### src/rtl/cajero_pkg.sv
// Shared definitions for the cajero keypad front-end and ATM controller.
// Latency: none (constants, types and a pure helper function only).
// Backpressure: not applicable.
package cajero_pkg;

    // Keypad codes above the decimal digits
    localparam logic [3:0] TECLA_CLEAR    = 4'hA;
    localparam logic [3:0] TECLA_ENTER    = 4'hB;
    localparam logic [3:0] TECLA_RETIRO   = 4'hC;
    localparam logic [3:0] TECLA_DEPOSITO = 4'hD;

    // Transaction type encoding agreed with the controller
    localparam logic TIPO_DEPOSITO = 1'b0;
    localparam logic TIPO_RETIRO   = 1'b1;

    // One-hot session states
    localparam int NUM_ESTADOS = 6;
    localparam logic [NUM_ESTADOS-1:0] ST_ESPERA_TARJETA = 6'b000001;
    localparam logic [NUM_ESTADOS-1:0] ST_CAPTURA_PIN    = 6'b000010;
    localparam logic [NUM_ESTADOS-1:0] ST_ENVIO_PIN      = 6'b000100;
    localparam logic [NUM_ESTADOS-1:0] ST_ELEGIR_TIPO    = 6'b001000;
    localparam logic [NUM_ESTADOS-1:0] ST_CAPTURA_MONTO  = 6'b010000;
    localparam logic [NUM_ESTADOS-1:0] ST_ENVIO_MONTO    = 6'b100000;

    typedef enum logic [NUM_ESTADOS-1:0] {
        ESPERA_TARJETA = ST_ESPERA_TARJETA,
        CAPTURA_PIN    = ST_CAPTURA_PIN,
        ENVIO_PIN      = ST_ENVIO_PIN,
        ELEGIR_TIPO    = ST_ELEGIR_TIPO,
        CAPTURA_MONTO  = ST_CAPTURA_MONTO,
        ENVIO_MONTO    = ST_ENVIO_MONTO
    } estado_t;

    function automatic logic es_digito(input logic [3:0] t);
        return (t <= 4'd9);
    endfunction

endpackage

### src/rtl/acumulador_decimal.sv
// Decimal amount accumulator: valor = valor*10 + d per accepted digit, with a digit count.
// Latency: one cycle from clr/add to updated valor/ndig; lleno is combinational from ndig.
// Backpressure: add is ignored while lleno is high; clr has priority over add.
// Ports: clock, reset (async active-low), clr, add, d[3:0] -> valor[31:0], ndig, lleno.
module acumulador_decimal #(
    parameter  int MONTO_DIGITS = 9,
    localparam int NW           = $clog2(MONTO_DIGITS + 1)
) (
    input  logic          clock,
    input  logic          reset,
    input  logic          clr,
    input  logic          add,
    input  logic [3:0]    d,
    output logic [31:0]   valor,
    output logic [NW-1:0] ndig,
    output logic          lleno
);

    assign lleno = (ndig >= NW'(MONTO_DIGITS));

    always_ff @(posedge clock or negedge reset) begin
        if (!reset) begin
            valor <= '0;
            ndig  <= '0;
        end else if (clr) begin
            valor <= '0;
            ndig  <= '0;
        end else if (add && !lleno) begin
            // x10 as x8 + x2; nine decimal digits always fit in 32 bits
            valor <= (valor << 3) + (valor << 1) + {28'd0, d};
            ndig  <= ndig + NW'(1);
        end
    end

endmodule

### src/rtl/teclado_cajero.sv
// Keypad front-end for the cajero ATM: captures PIN, transaction type and amount, then strobes them out.
// Latency: key effect and tecla_rechazada one cycle after sampling; PIN digits every STB_GAP+1 cycles.
// Backpressure: none; keys arriving while busy or out of context are dropped with tecla_rechazada.
// Ports: clock, reset (async active-low), tarjeta_recibida, tecla_stb/tecla in;
//        ocupado, digito_stb/digito, tipo_trans, monto_stb/monto, tecla_rechazada out (all registered).
module teclado_cajero
    import cajero_pkg::*;
#(
    parameter int PIN_DIGITS   = 4,
    parameter int MONTO_DIGITS = 9,
    parameter int STB_GAP      = 1
) (
    input  logic        clock,
    input  logic        reset,
    input  logic        tarjeta_recibida,
    input  logic        tecla_stb,
    input  logic [3:0]  tecla,
    output logic        ocupado,
    output logic        digito_stb,
    output logic [3:0]  digito,
    output logic        tipo_trans,
    output logic [31:0] monto,
    output logic        monto_stb,
    output logic        tecla_rechazada
);

    localparam int CW = $clog2(PIN_DIGITS + 1);
    localparam int IW = (PIN_DIGITS > 1) ? $clog2(PIN_DIGITS) : 1;
    localparam int GW = (STB_GAP > 0) ? $clog2(STB_GAP + 1) : 1;
    localparam int NW = $clog2(MONTO_DIGITS + 1);
    localparam logic [CW-1:0] PIN_LLENO = CW'(PIN_DIGITS);
    localparam logic [GW-1:0] GAP_INI   = GW'(STB_GAP);

    estado_t                    estado;
    logic [PIN_DIGITS-1:0][3:0] pin;
    logic [CW-1:0]              cnt;   // digits captured, then reused as next digit to send
    logic [GW-1:0]              gap;

    logic [31:0]   acc_valor;
    logic [NW-1:0] acc_ndig;
    logic          acc_lleno;
    logic          acc_clr;
    logic          acc_add;
    logic          abortar;
    logic          es_dig;

    // Card pulled mid-session: wins over everything else in that cycle
    assign abortar = !tarjeta_recibida && (estado != ESPERA_TARJETA);
    assign es_dig  = es_digito(tecla);

    always_comb begin
        acc_clr = abortar;
        acc_add = 1'b0;
        if (!abortar && tecla_stb) begin
            if (estado == ELEGIR_TIPO &&
                (tecla == TECLA_RETIRO || tecla == TECLA_DEPOSITO)) begin
                acc_clr = 1'b1;
            end
            if (estado == CAPTURA_MONTO) begin
                if (tecla == TECLA_CLEAR) begin
                    acc_clr = 1'b1;
                end
                if (es_dig && !acc_lleno) begin
                    acc_add = 1'b1;
                end
            end
        end
    end

    acumulador_decimal #(
        .MONTO_DIGITS (MONTO_DIGITS)
    ) u_acum (
        .clock (clock),
        .reset (reset),
        .clr   (acc_clr),
        .add   (acc_add),
        .d     (tecla),
        .valor (acc_valor),
        .ndig  (acc_ndig),
        .lleno (acc_lleno)
    );

    always_ff @(posedge clock or negedge reset) begin
        if (!reset) begin
            estado          <= ESPERA_TARJETA;
            pin             <= '0;
            cnt             <= '0;
            gap             <= '0;
            ocupado         <= 1'b0;
            digito_stb      <= 1'b0;
            digito          <= '0;
            tipo_trans      <= 1'b0;
            monto           <= '0;
            monto_stb       <= 1'b0;
            tecla_rechazada <= 1'b0;
        end else begin
            digito_stb      <= 1'b0;
            monto_stb       <= 1'b0;
            tecla_rechazada <= 1'b0;

            if (abortar) begin
                // Any key in this cycle is silently discarded
                estado  <= ESPERA_TARJETA;
                ocupado <= 1'b0;
                pin     <= '0;
                cnt     <= '0;
                gap     <= '0;
            end else begin
                case (estado)
                    ESPERA_TARJETA: begin
                        tecla_rechazada <= tecla_stb;
                        if (tarjeta_recibida) begin
                            estado <= CAPTURA_PIN;
                            pin    <= '0;
                            cnt    <= '0;
                        end
                    end

                    CAPTURA_PIN: begin
                        if (tecla_stb) begin
                            if (es_dig) begin
                                if (cnt < PIN_LLENO) begin
                                    pin[cnt[IW-1:0]] <= tecla;
                                    cnt              <= cnt + CW'(1);
                                end else begin
                                    tecla_rechazada <= 1'b1;
                                end
                            end else if (tecla == TECLA_CLEAR) begin
                                cnt <= '0;
                            end else if (tecla == TECLA_ENTER && cnt == PIN_LLENO) begin
                                // First digit goes out right away; the rest are paced by gap
                                estado     <= ENVIO_PIN;
                                ocupado    <= 1'b1;
                                digito_stb <= 1'b1;
                                digito     <= pin[0];
                                cnt        <= CW'(1);
                                gap        <= GAP_INI;
                            end else begin
                                tecla_rechazada <= 1'b1;
                            end
                        end
                    end

                    ENVIO_PIN: begin
                        tecla_rechazada <= tecla_stb;
                        if (cnt == PIN_LLENO) begin
                            // Previous cycle carried the last strobe
                            estado  <= ELEGIR_TIPO;
                            ocupado <= 1'b0;
                        end else if (gap != '0) begin
                            gap <= gap - GW'(1);
                        end else begin
                            digito_stb <= 1'b1;
                            digito     <= pin[cnt[IW-1:0]];
                            cnt        <= cnt + CW'(1);
                            gap        <= GAP_INI;
                        end
                    end

                    ELEGIR_TIPO: begin
                        if (tecla_stb) begin
                            if (tecla == TECLA_RETIRO) begin
                                tipo_trans <= TIPO_RETIRO;
                                estado     <= CAPTURA_MONTO;
                            end else if (tecla == TECLA_DEPOSITO) begin
                                tipo_trans <= TIPO_DEPOSITO;
                                estado     <= CAPTURA_MONTO;
                            end else begin
                                tecla_rechazada <= 1'b1;
                            end
                        end
                    end

                    CAPTURA_MONTO: begin
                        if (tecla_stb) begin
                            if (es_dig) begin
                                tecla_rechazada <= acc_lleno;
                            end else if (tecla == TECLA_CLEAR) begin
                                tecla_rechazada <= 1'b0;
                            end else if (tecla == TECLA_ENTER && acc_ndig != '0) begin
                                estado    <= ENVIO_MONTO;
                                ocupado   <= 1'b1;
                                monto     <= acc_valor;
                                monto_stb <= 1'b1;
                            end else begin
                                tecla_rechazada <= 1'b1;
                            end
                        end
                    end

                    ENVIO_MONTO: begin
                        tecla_rechazada <= tecla_stb;
                        ocupado         <= 1'b0;
                        estado          <= ESPERA_TARJETA;
                    end

                    default: begin
                        estado  <= ESPERA_TARJETA;
                        ocupado <= 1'b0;
                    end
                endcase
            end
        end
    end

endmodule

### config.mk
export PLATFORM = sky130hd
export DESIGN_NAME = teclado_cajero
export DESIGN_NICKNAME = d
export VERILOG_FILES = /design/src/rtl/cajero_pkg.sv /design/src/rtl/acumulador_decimal.sv /design/src/rtl/teclado_cajero.sv
export SDC_FILE = /design/constraint.sdc
export NUM_CORES = 1
export LEC_CHECK = 0
export ABC_CLOCK_PERIOD_IN_PS = 3300
export CAP_MARGIN = 0
export CORE_AREA = 2 2 200 104
export DETAILED_ROUTE_END_ITERATION = 6
export DIE_AREA = 0 0 202 106
export SYNTH_ARGS = -nofsm -noshare
export SYNTH_HDL_FRONTEND = slang
export SYNTH_SLANG_ARGS = --single-unit
### constraint.sdc
create_clock -name clock -period 3.3 [get_ports clock]
set_input_delay 0.66 -clock clock [delete_from_list [all_inputs] [get_ports clock]]
set_output_delay 0.66 -clock clock [all_outputs]
set_load 0.1 [all_outputs]
======== Yosys cells after proc, flatten, opt, wreduce, memory -nomap -nowiden ========
Index checks and enable logic that the tools add are counted.
word-level totals
  flip-flop bits (word level) ............. 103
  word-level logic and storage cells ...... 194
  input bits .............................. 8
  output and inout port bits .............. 41
operators by class
  bitwise operators ....................... 3
  multiplexer cells ....................... 99
  order comparisons ....................... 5
  $add $sub $neg .......................... 5
  reductions and logical operators ........ 29
  eq/ne operators ......................... 37
operator list
  cell                                       number
  6-bit 2-to-1 mux                           14
  16-bit 2-to-1 mux                          5
  32-bit 2-to-1 mux                          2
  1-bit 2-to-1 mux                           48
  3-bit != test (second input constant)      14
  4-bit 2-to-1 mux                           10
  32-bit adder                               1
  32-bit by 4-bit adder with 32-bit output   1
  16-bit one-hot mux with 2 select lines     1
  6-bit one-hot mux with 5 select lines      1
  3-bit 2-to-1 mux                           9
  16-bit bitwise mux                         1
  4-bit == test (second input constant)      4
  2-bit != test (second input constant)      6
  12-bit AND reduction                       1
  6-bit AND reduction                        2
  10-bit AND reduction                       1
  3-bit one-hot mux with 3 select lines      1
  4-bit binary-select mux with 2-bit select  1
  4-bit demux with 2-bit select              1
  1-bit logical AND                          8
  1-bit one-hot mux with 4 select lines      2
  4-bit one-hot mux with 2 select lines      1
  8-bit AND reduction                        1
  33 further kinds                           42

======== Logic depth before layout (Yosys ltp) ========
Gate-level depths: netlist (run 1).
  depth in word-level cells ............... 10
  depth in mapped cells ................... 12
  gate-level depth less buffers ........... 11

======== Hierarchy ========
A second synthesis (run 1) with hierarchy kept.
unflattened totals
  cells, all modules ...................... 782
  area, all modules ....................... 7241.9 um2
modules (own cells, without submodules)
  module              times used  seq. area each (um2)  area an instance (um2)  cells each
  acumulador_decimal  1           900.9                 3724.8                  445
  teclado_cajero      1           1677.9                3517.1                  337

======== Worst setup path after synthesis (run 1) ========
OpenSTA, ideal clock, no wires.
  path kind ............................... input-to-reg
  from .................................... input tecla[3]
  to ...................................... register u_acum.valor[18]
  path slack .............................. -114 ps
  path buffers ............................ 1
  required time ........................... 3160 ps
  stages .................................. 12
  data arrival time ....................... 3275 ps
  setup time .............................. 140 ps
  cells stage by stage .................... buf_2 -> inv_1 -> fa_1 -> inv_1 -> fa_1 -> a211o_1 -> a211o_1 -> and2_1 -> a21o_1 -> a211oi_1 -> xor2_1 -> o21ai_1
between the ends
  longest elaborated chain between the ends .. 8
  elaborated cells between the ends (all ways) .. 19
  classes of those cells .................. 1 x add/sub; 1 x order compare; 3 x eq/ne; 9 x mux; 5 x reduce/logical
RTL lines
  item                                                                              RTL line                  RTL
  start: declaration                                                                teclado_cajero.sv:17      input logic [3:0] tecla,
  branches (longest 8 deep; another with 32-bit by 4-bit adder with 32-bit output)  -
  end signal: assignment                                                            acumulador_decimal.sv:30  valor <= (valor << 3) + (valor << 1) + {28'd0, d};
  end: declaration                                                                  acumulador_decimal.sv:14  output logic [31:0] valor,
Several ways; the timed one is not identified. The select of a mux whose other input is x is not followed.
A chain may end at the register's enable or synchronous reset.

======== Worst setup path after layout (run 1) ========
  from .................................... input tecla[2]
  to ...................................... register u_acum.valor[18]
The elaborated chain is that of the path after synthesis.

==> results list, run 1 <==
- The flow ran to the end, and the final reports show no timing, DRC or antenna violations.
* Final std cells w/o fill: 1005
- Vias per cell: ~5.3
- Counting instances in the post-synthesis netlist gives the leading cell types as 102 x sky130_fd_sc_hd__dfrtp_1, 65 x sky130_fd_sc_hd__ha_1, 60 x sky130_fd_sc_hd__nand2_1.
* Top cell type by total area after synthesis: sky130_fd_sc_hd__dfrtp_1
* Post-Route WL: 17700 um
- Summed over all layers, the global routing overflow is 0.
* First-pass DRT Iterations: 4
* Total CTS buffers: 9
- Average wire length per cell after detail routing: 17.6 um
* Number of inserted filler cells in the final layout: 1978
- The H-tree generated during clock tree synthesis spans 3 levels.
- Leakage: just under 0.004 uW
- Flip-flop and latch count after synthesis: just over 100
- Slew headroom: 0.556
* Setup crit end kind: register
* Number of enable-type register cells in the synthesized netlist: 0
- Share of final-layout standard cells stronger than drive strength 1: 0.220
- Depth of the critical timing path with buffers and inverters included: 11
* Die Height: 106 um
- The floorplan step set the die width to 202 um.
* Net Count, Synth: 749
- The number of placed instances, taps included, is roughly 1000.
- TritonCTS built the clock tree.
* Area after detailed placement: between 7000 and 8000 um2
- In this run, the number of DRC markers left after iteration 0 of detailed routing was 429.
- Synthesized cell area: 6790 um2
* Pins Over Slew Limit: 0
- Largest net degree at the start of global routing: 104
- The number of hold violations in the final report is 0.
* CP Data Required Time: 3.54 ns
- Slack of the critical path: 0.0961 ns
* Starting density of the core: 0.342
- Register clock-pin slew on the reported worst setup and hold paths: 0.07 ns
* DRC: 0
- Core region area: 19900 um2
- Counting both buffers and inverters, the worst setup path holds a total of 1.
- Worst Tran Pin Value: 0.664 ns
- Maximum number of buffers from clock root to sink: 2
- Total of warnings raised by yosys: 0
- Post-Synthesis Mean Instance Area: 10.1 um2
- Of the synthesized area, sequential elements account for 0.380.
- Number of routed nets with antenna violations: 0
- In the final design database the tool counted 802 nets.
* Gp weighted congestion: between 0.8 and 0.9
- Measured in cells, the most critical reg-to-reg path has a length of 11.
* Largest delay share family, worst path: compound AO/OA/AOI/OAI gates
* Setup repair after global routing missed its margin: false
- Count of hold buffers inserted by post-cts repair: 0
* Detailed placer's ending HPWL: 13300 um
- The path class of the tightest hold or removal check is in2async.
* Post-layout min period: ~3.2 ns
- The critical path is of the in2reg type.
- Wire length of the first global-routing pass: 28900 um
* Total Power Consumption: roughly 3300 uW
- Clk sink count: between 100 and 150
- Dividing total power by cell area gives a power density of 420 nW/um2.
- Largest voltage drop on the vdd net: roughly 0.00023 V
- In this design, the stage delay of the slowest critical-path cell is 0.46 ns.
- In this run the register-to-register setup slack is 0.37 ns.
- Mapped Cells: between 600 and 700
* Synth top area cells: sky130_fd_sc_hd__dfrtp_1 38%, sky130_fd_sc_hd__ha_1 12%, sky130_fd_sc_hd__mux2_2 5.5%
- Setup skew after layout: approximately 0.012 ns
* Primary FF master, synth: sky130_fd_sc_hd__dfrtp_1
* Distinct cell type count of the synthesized netlist: 81
* Final setup violation count: 0
* Cell with the most instances after synthesis: sky130_fd_sc_hd__dfrtp_1
* Area share of the leading cell type in the synthesized netlist: 0.376
* CP Launch Type: input port
- Buffers added on ports: 48
- CTS placed an instance of sky130_fd_sc_hd__clkbuf_16 at the clock tree root.
- The number of antenna diodes in the final layout is 0.
- Number of global-route vias before repair: ~5000
- The die covers 21400 um2.
- Of all nets on the critical path, the largest fanout is 3.
- The detailed router placed 5321 vias in this run.
* Synth-to-layout area growth: 15.6%
- Of the available clock period, the critical path in the final layout requires 0.971.
- Boundary pin count: about 50
* Max capacitance violation total: 0
- CP max-delay cell: sky130_fd_sc_hd__clkdlybuf4s50_1
- For this run, the top clock speed supported by timing is 312 MHz.
- Crit path cell chain: clkdlybuf4s50_1, ha_1, ha_1, fa_2, a211o_1, a211o_1, and2_1, a21o_1, a211oi_2, xor2_1, o21ai_1
* Share of synthesized registers carrying an async set or reset: 1.00
- Worst skew pair latency: 0.36 ns
* Number of standard-cell rows in the floorplan: 37
* Data arrival time of the worst path: between 3 and 4 ns
- Pre-CTS worst setup slack: -0.437 ns
- The finished cells cover 7850 um2.
* Aggregate global-route resource usage: 0.174
- Number of antenna violations at the first check in global routing: 0
registers in the layout (all words and copies together), names as in the netlist:
register	flops
monto	32
u_acum.valor	32
pin	16
estado	6
digito	4
u_acum.ndig	4
cnt	3
digito_stb	1
gap	1
monto_stb	1
ocupado	1
tecla_rechazada	1
tipo_trans	1
repair_timing:
| item | 4_1_cts | 5_1_grt |
|---|---|---|
| setup buffers | 0 | 0 |
| hold endpoints to repair | 0 | 0 |
| gates cloned | 0 | 0 |
| resized for setup | 2 | 2 |
| pin swaps | 5 | 0 |
| endpoints found under the setup margin | 6 | 3 |
report_power, final:
part           switching [uW]  internal [uW]
clock network             527            597
registers                66.9           1320
logic                     575            211
total                    1170           2130
per-stage QoR:
stage | TNS [ns] | hold WS [ns] | utilization
after detailed placement | -6.90 | 0.481 | 0.379
final | 0 | 0.368 | 0.395
after floorplan | 0 | 0.364 | -
after global placement | -6.56 | 0.469 | 0.379
after CTS | 0 | 0.392 | 0.395
after global routing | 0 | 0.413 | 0.395
area by class of cell:
type	count	area, um2	area share
clock buffer	9	225	0.0287
clock inverter	7	77.6	0.00989
inverter	19	71.3	0.00909
multi-input combinational	519	3950	0.503
sequential	103	2580	0.329
tap	273	342	0.0435
timing repair buffer	75	602	0.0767
final timing paths:
path / start / to
worst max-delay path: tecla[2] / u_acum.valor[18]
worst min-delay path: reset / monto[11]
worst max register to register: u_acum.valor[0] / u_acum.valor[23]
worst min register to register: digito[0] / digito[0]
max in group asynchronous: reset / gap
min in group clock: digito[0] / digito[0]
layout by cell type, fill, tap and decap left out, types with 8 or more instances in the layout:
master,n
sky130_fd_sc_hd__a32o_1,16
sky130_fd_sc_hd__xor2_1,10
sky130_fd_sc_hd__mux2_2,33
sky130_fd_sc_hd__dfrtp_1,102
sky130_fd_sc_hd__nand2_1,60
sky130_fd_sc_hd__o21ai_2,8
sky130_fd_sc_hd__xnor2_1,17
sky130_fd_sc_hd__o21ai_1,12
sky130_fd_sc_hd__mux2i_1,8
sky130_fd_sc_hd__o21a_1,10
sky130_fd_sc_hd__inv_1,18
sky130_fd_sc_hd__a21oi_1,41
sky130_fd_sc_hd__clkbuf_16,9
sky130_fd_sc_hd__o21ai_0,43
sky130_fd_sc_hd__buf_4,67
sky130_fd_sc_hd__nor2_1,38
sky130_fd_sc_hd__ha_1,65
sky130_fd_sc_hd__nand3_1,15
sky130_fd_sc_hd__nand4_1,10
sky130_fd_sc_hd__nor3_1,11
sky130_fd_sc_hd__a21o_1,16
routing by layer:
| metal | track usage | part of all wire | routed length (um) | up-vias |
|---|---|---|---|---|
| li1 | - | - | - | 2605 |
| met1 | 0.311 | 0.60 | 10600 | 2578 |
| met2 | 0.188 | 0.33 | 5840 | 133 |
| met3 | 0.0472 | 0.066 | 1170 | 5 |
| met4 | 0.0247 | 0.0032 | 56 | 0 |
| met5 | 0 | 0 | 0 | - |
kinds of logic after synthesis:
| group | after synthesis | share of synthesized area |
|---|---|---|
| AO/OA/AOI/OAI | 199 | 0.211 |
| adder cells (fa/ha/maj) | 67 | 0.126 |
| AND/OR/NAND/NOR | 185 | 0.141 |
| flip-flops | 103 | 0.380 |
| buffers and inverters | 52 | 0.0411 |
| XOR/XNOR | 27 | 0.0348 |
| multiplexers | 41 | 0.0665 |
No activity file was read; power rests on OpenSTA's default activity.
==> run 2: changes to the inputs <==
--- a/config.mk
+++ b/config.mk
@@ -5,11 +5,13 @@
 export SDC_FILE = /design/constraint.sdc
 export NUM_CORES = 1
 export LEC_CHECK = 0
-export ABC_CLOCK_PERIOD_IN_PS = 3300
-export CAP_MARGIN = 0
+export ABC_CLOCK_PERIOD_IN_PS = 3800
+export CELL_PAD_IN_SITES_DETAIL_PLACEMENT = 0
+export CELL_PAD_IN_SITES_GLOBAL_PLACEMENT = 1
 export CORE_AREA = 2 2 200 104
 export DETAILED_ROUTE_END_ITERATION = 6
 export DIE_AREA = 0 0 202 106
+export PLACE_DENSITY_LB_ADDON = 0.1
 export SYNTH_ARGS = -nofsm -noshare
 export SYNTH_HDL_FRONTEND = slang
 export SYNTH_SLANG_ARGS = --single-unit
==> constraint.sdc (replaced) <==
create_clock -name clock -period 3.8 [get_ports clock]
set_input_delay 0.76 -clock clock [delete_from_list [all_inputs] [get_ports clock]]
set_output_delay 0.76 -clock clock [all_outputs]
set_load 0.1 [all_outputs]
==> results list, run 2 (synthesized netlist as in run 1, its figures left out) <==
- Run status: finished, final reports clean
* Clock tree from TritonCTS: done
* Clk sink count: slightly above 100
- Setup skew after layout: 0.00653 ns
- Count of antenna diodes in the layout: 0
- Based on the critical path, the design can be clocked at up to 277 MHz.
- Worst skew pair latency: 0.37 ns
* Slack of the critical path: around 0.19 ns
- Setup total negative slack on the finished layout was measured at 0 ns.
- In this run the static leakage power is 0.00373 uW.
- Number of levels in the clock H-tree: 3
- Area after detailed placement: 7600 um2
* DIE AREA: 21400 um2
- Max-cap violations in this run came to 0.
- In this run, post-CTS hold repair placed 0 buffers.
* Pins Over Slew Limit: 0
- The number of cells on the worst reg-to-reg path is 11.
* Vias per cell: roughly 5.3
* Largest voltage drop on the vdd net: 0.000225 V
* Die Height: around 110 um
- CP Launch Type: input port
- Final #Nets: 800
- Detailed placer's ending HPWL: 14400 um
- The library cells used most frequently in the layout, excluding fill and tap cells, are 102 x sky130_fd_sc_hd__dfrtp_1, 65 x sky130_fd_sc_hd__ha_1, 60 x sky130_fd_sc_hd__nand2_1.
* Power per cell area: 356 nW/um2
- After detailed placement, the design holds a cell count of a little under 1000.
- Wires add up to 18900 um.
- After global routing the overflow that remains totals 0.
* Slew headroom: 0.328
- At the worst endpoint, the required time is 4.05 ns.
* Starting density of the core: 0.342
- For this run, the total global-route usage over all layers was measured as 0.186.
- Hold is met by 0.482 ns.
- The first detailed-routing pass ran for 5 iterations.
- Maximum number of buffers from clock root to sink: 2
- Fill cells in the final layout number 1941.
- The first global-routing pass estimated 30400 um of wire.
- Buffers added on ports: 48
- At the pin with the least slew margin, the transition time is just over 1 ns.
- Final std cells w/o fill: 1003
- In this run the core area contains 37 standard-cell rows.
- Entering global routing, the biggest net connects between 60 and 70 pins.
* Share of final-layout standard cells stronger than drive strength 1: 0.155
- Setup repair after global routing missed its margin: false
- Data arrival time of the worst path: 3.86 ns
- In this run, CTS created clock tree buffers numbering 9.
- The finished cells cover 7870 um2.
* Average wire length per cell after detail routing: approximately 19 um
* Reg-to-reg critical path startpoint: u_acum.valor[2]
- CTS Root Buffer Type: sky130_fd_sc_hd__clkbuf_16
* Boundary pin count: 49
* Pre-CTS worst setup slack: -0.192 ns
* Post-layout min period: 3.61 ns
* Most common cell after layout, fill and taps aside: sky130_fd_sc_hd__dfrtp_1
* Max FO, Critical Path: 3
- In the finished design, the share of the clock period the worst path needs comes to 0.950.
- Core region area: 19900 um2
- Type of the most critical hold path: in2async
- The detailed router finished its first iteration with 447 violations.
- Largest registers: monto: 32 flops, u_acum.valor: 32 flops, pin: 16 flops
- Number of global-route vias before repair: ~5000
- In the routed design, unresolved DRC markers number 0.
- The detail route stage leaves a number of antenna-violating nets equal to 0.
- The number of hold violations in the final report is 0.
* Synth-to-layout area growth: 15.9%
- Overall die width: 202 um
- Setup crit end kind: register
- Type of the worst setup path: in2reg
* Critical R2R Capture: u_acum.valor[18]
- The number of antenna violations at the first check in global routing was 0.
- The final route contains 5352 vias.
- Register clock-pin slew on the reported worst setup and hold paths: 0.07 ns
- The congestion estimate from routability-driven global placement came to 0.836.
- FF-to-FF setup slack: 0.68 ns
* Final setup violation count: 0
## run 2: how the worst max path moves through the flow
stage	startpoint	slack, ns	cells past startpoint	end
after floorplan	tecla[3]	0.29	12	u_acum.valor[18]
after global placement	tecla[3]	-0.14	12	u_acum.valor[18]
after detailed placement	tecla[3]	-0.19	12	u_acum.valor[18]
after CTS	tecla[3]	0.20	12	u_acum.valor[30]
after global routing	tecla[3]	0.02	12	u_acum.valor[30]
final	tecla[3]	0.19	12	u_acum.valor[18]
## run 2: critical path: stages
cell,delay (ns)
sky130_fd_sc_hd__clkdlybuf4s50_1,0.49
sky130_fd_sc_hd__inv_1,0.06
sky130_fd_sc_hd__fa_1,0.54
sky130_fd_sc_hd__inv_1,0.07
sky130_fd_sc_hd__fa_1,0.45
sky130_fd_sc_hd__a211o_1,0.34
sky130_fd_sc_hd__a211o_1,0.28
sky130_fd_sc_hd__and2_1,0.15
sky130_fd_sc_hd__a21o_1,0.19
sky130_fd_sc_hd__a211oi_1,0.27
sky130_fd_sc_hd__xor2_1,0.18
sky130_fd_sc_hd__o21ai_1,0.07
## run 2: power by group
part           internal, uW  switching [uW]  leakage, uW
logic                   196             518      0.00218
clock network           445             441     0.000126
registers              1140            55.7      0.00142
total                  1790            1010      0.00373
## run 2: through the flow
step | utilization | total power (uW)
after global placement | 0.383 | 1930
after detailed placement | 0.383 | 1930
final | 0.396 | 2800
after floorplan | - | 1730
after global routing | 0.396 | 2940
after CTS | 0.396 | 2840
## run 2: final cells by class
cell class	instances	area [um2]	share of cell area
Clock buffer	11	233	0.0296
Tap cell	273	342	0.0434
Timing Repair Buffer	73	678	0.0862
Clock inverter	5	33.8	0.00429
Multi-Input combinational cell	519	3940	0.500
Inverter	19	71.3	0.00906
Sequential cell	103	2580	0.328
## run 2: routing by layer
| layer | up-vias | track usage | share of wire |
|---|---|---|---|
| li1 | 2603 | - | - |
| met1 | 2613 | 0.322 | 0.59 |
| met2 | 124 | 0.212 | 0.34 |
| met3 | 12 | 0.0441 | 0.055 |
| met4 | 0 | 0.0415 | 0.010 |
| met5 | - | 0 | 0 |
## run 2: what timing repair did
item	4_1_cts	5_1_grt
setup buffers	0	0
setup endpoints to repair	0	1
resized for setup	0	1
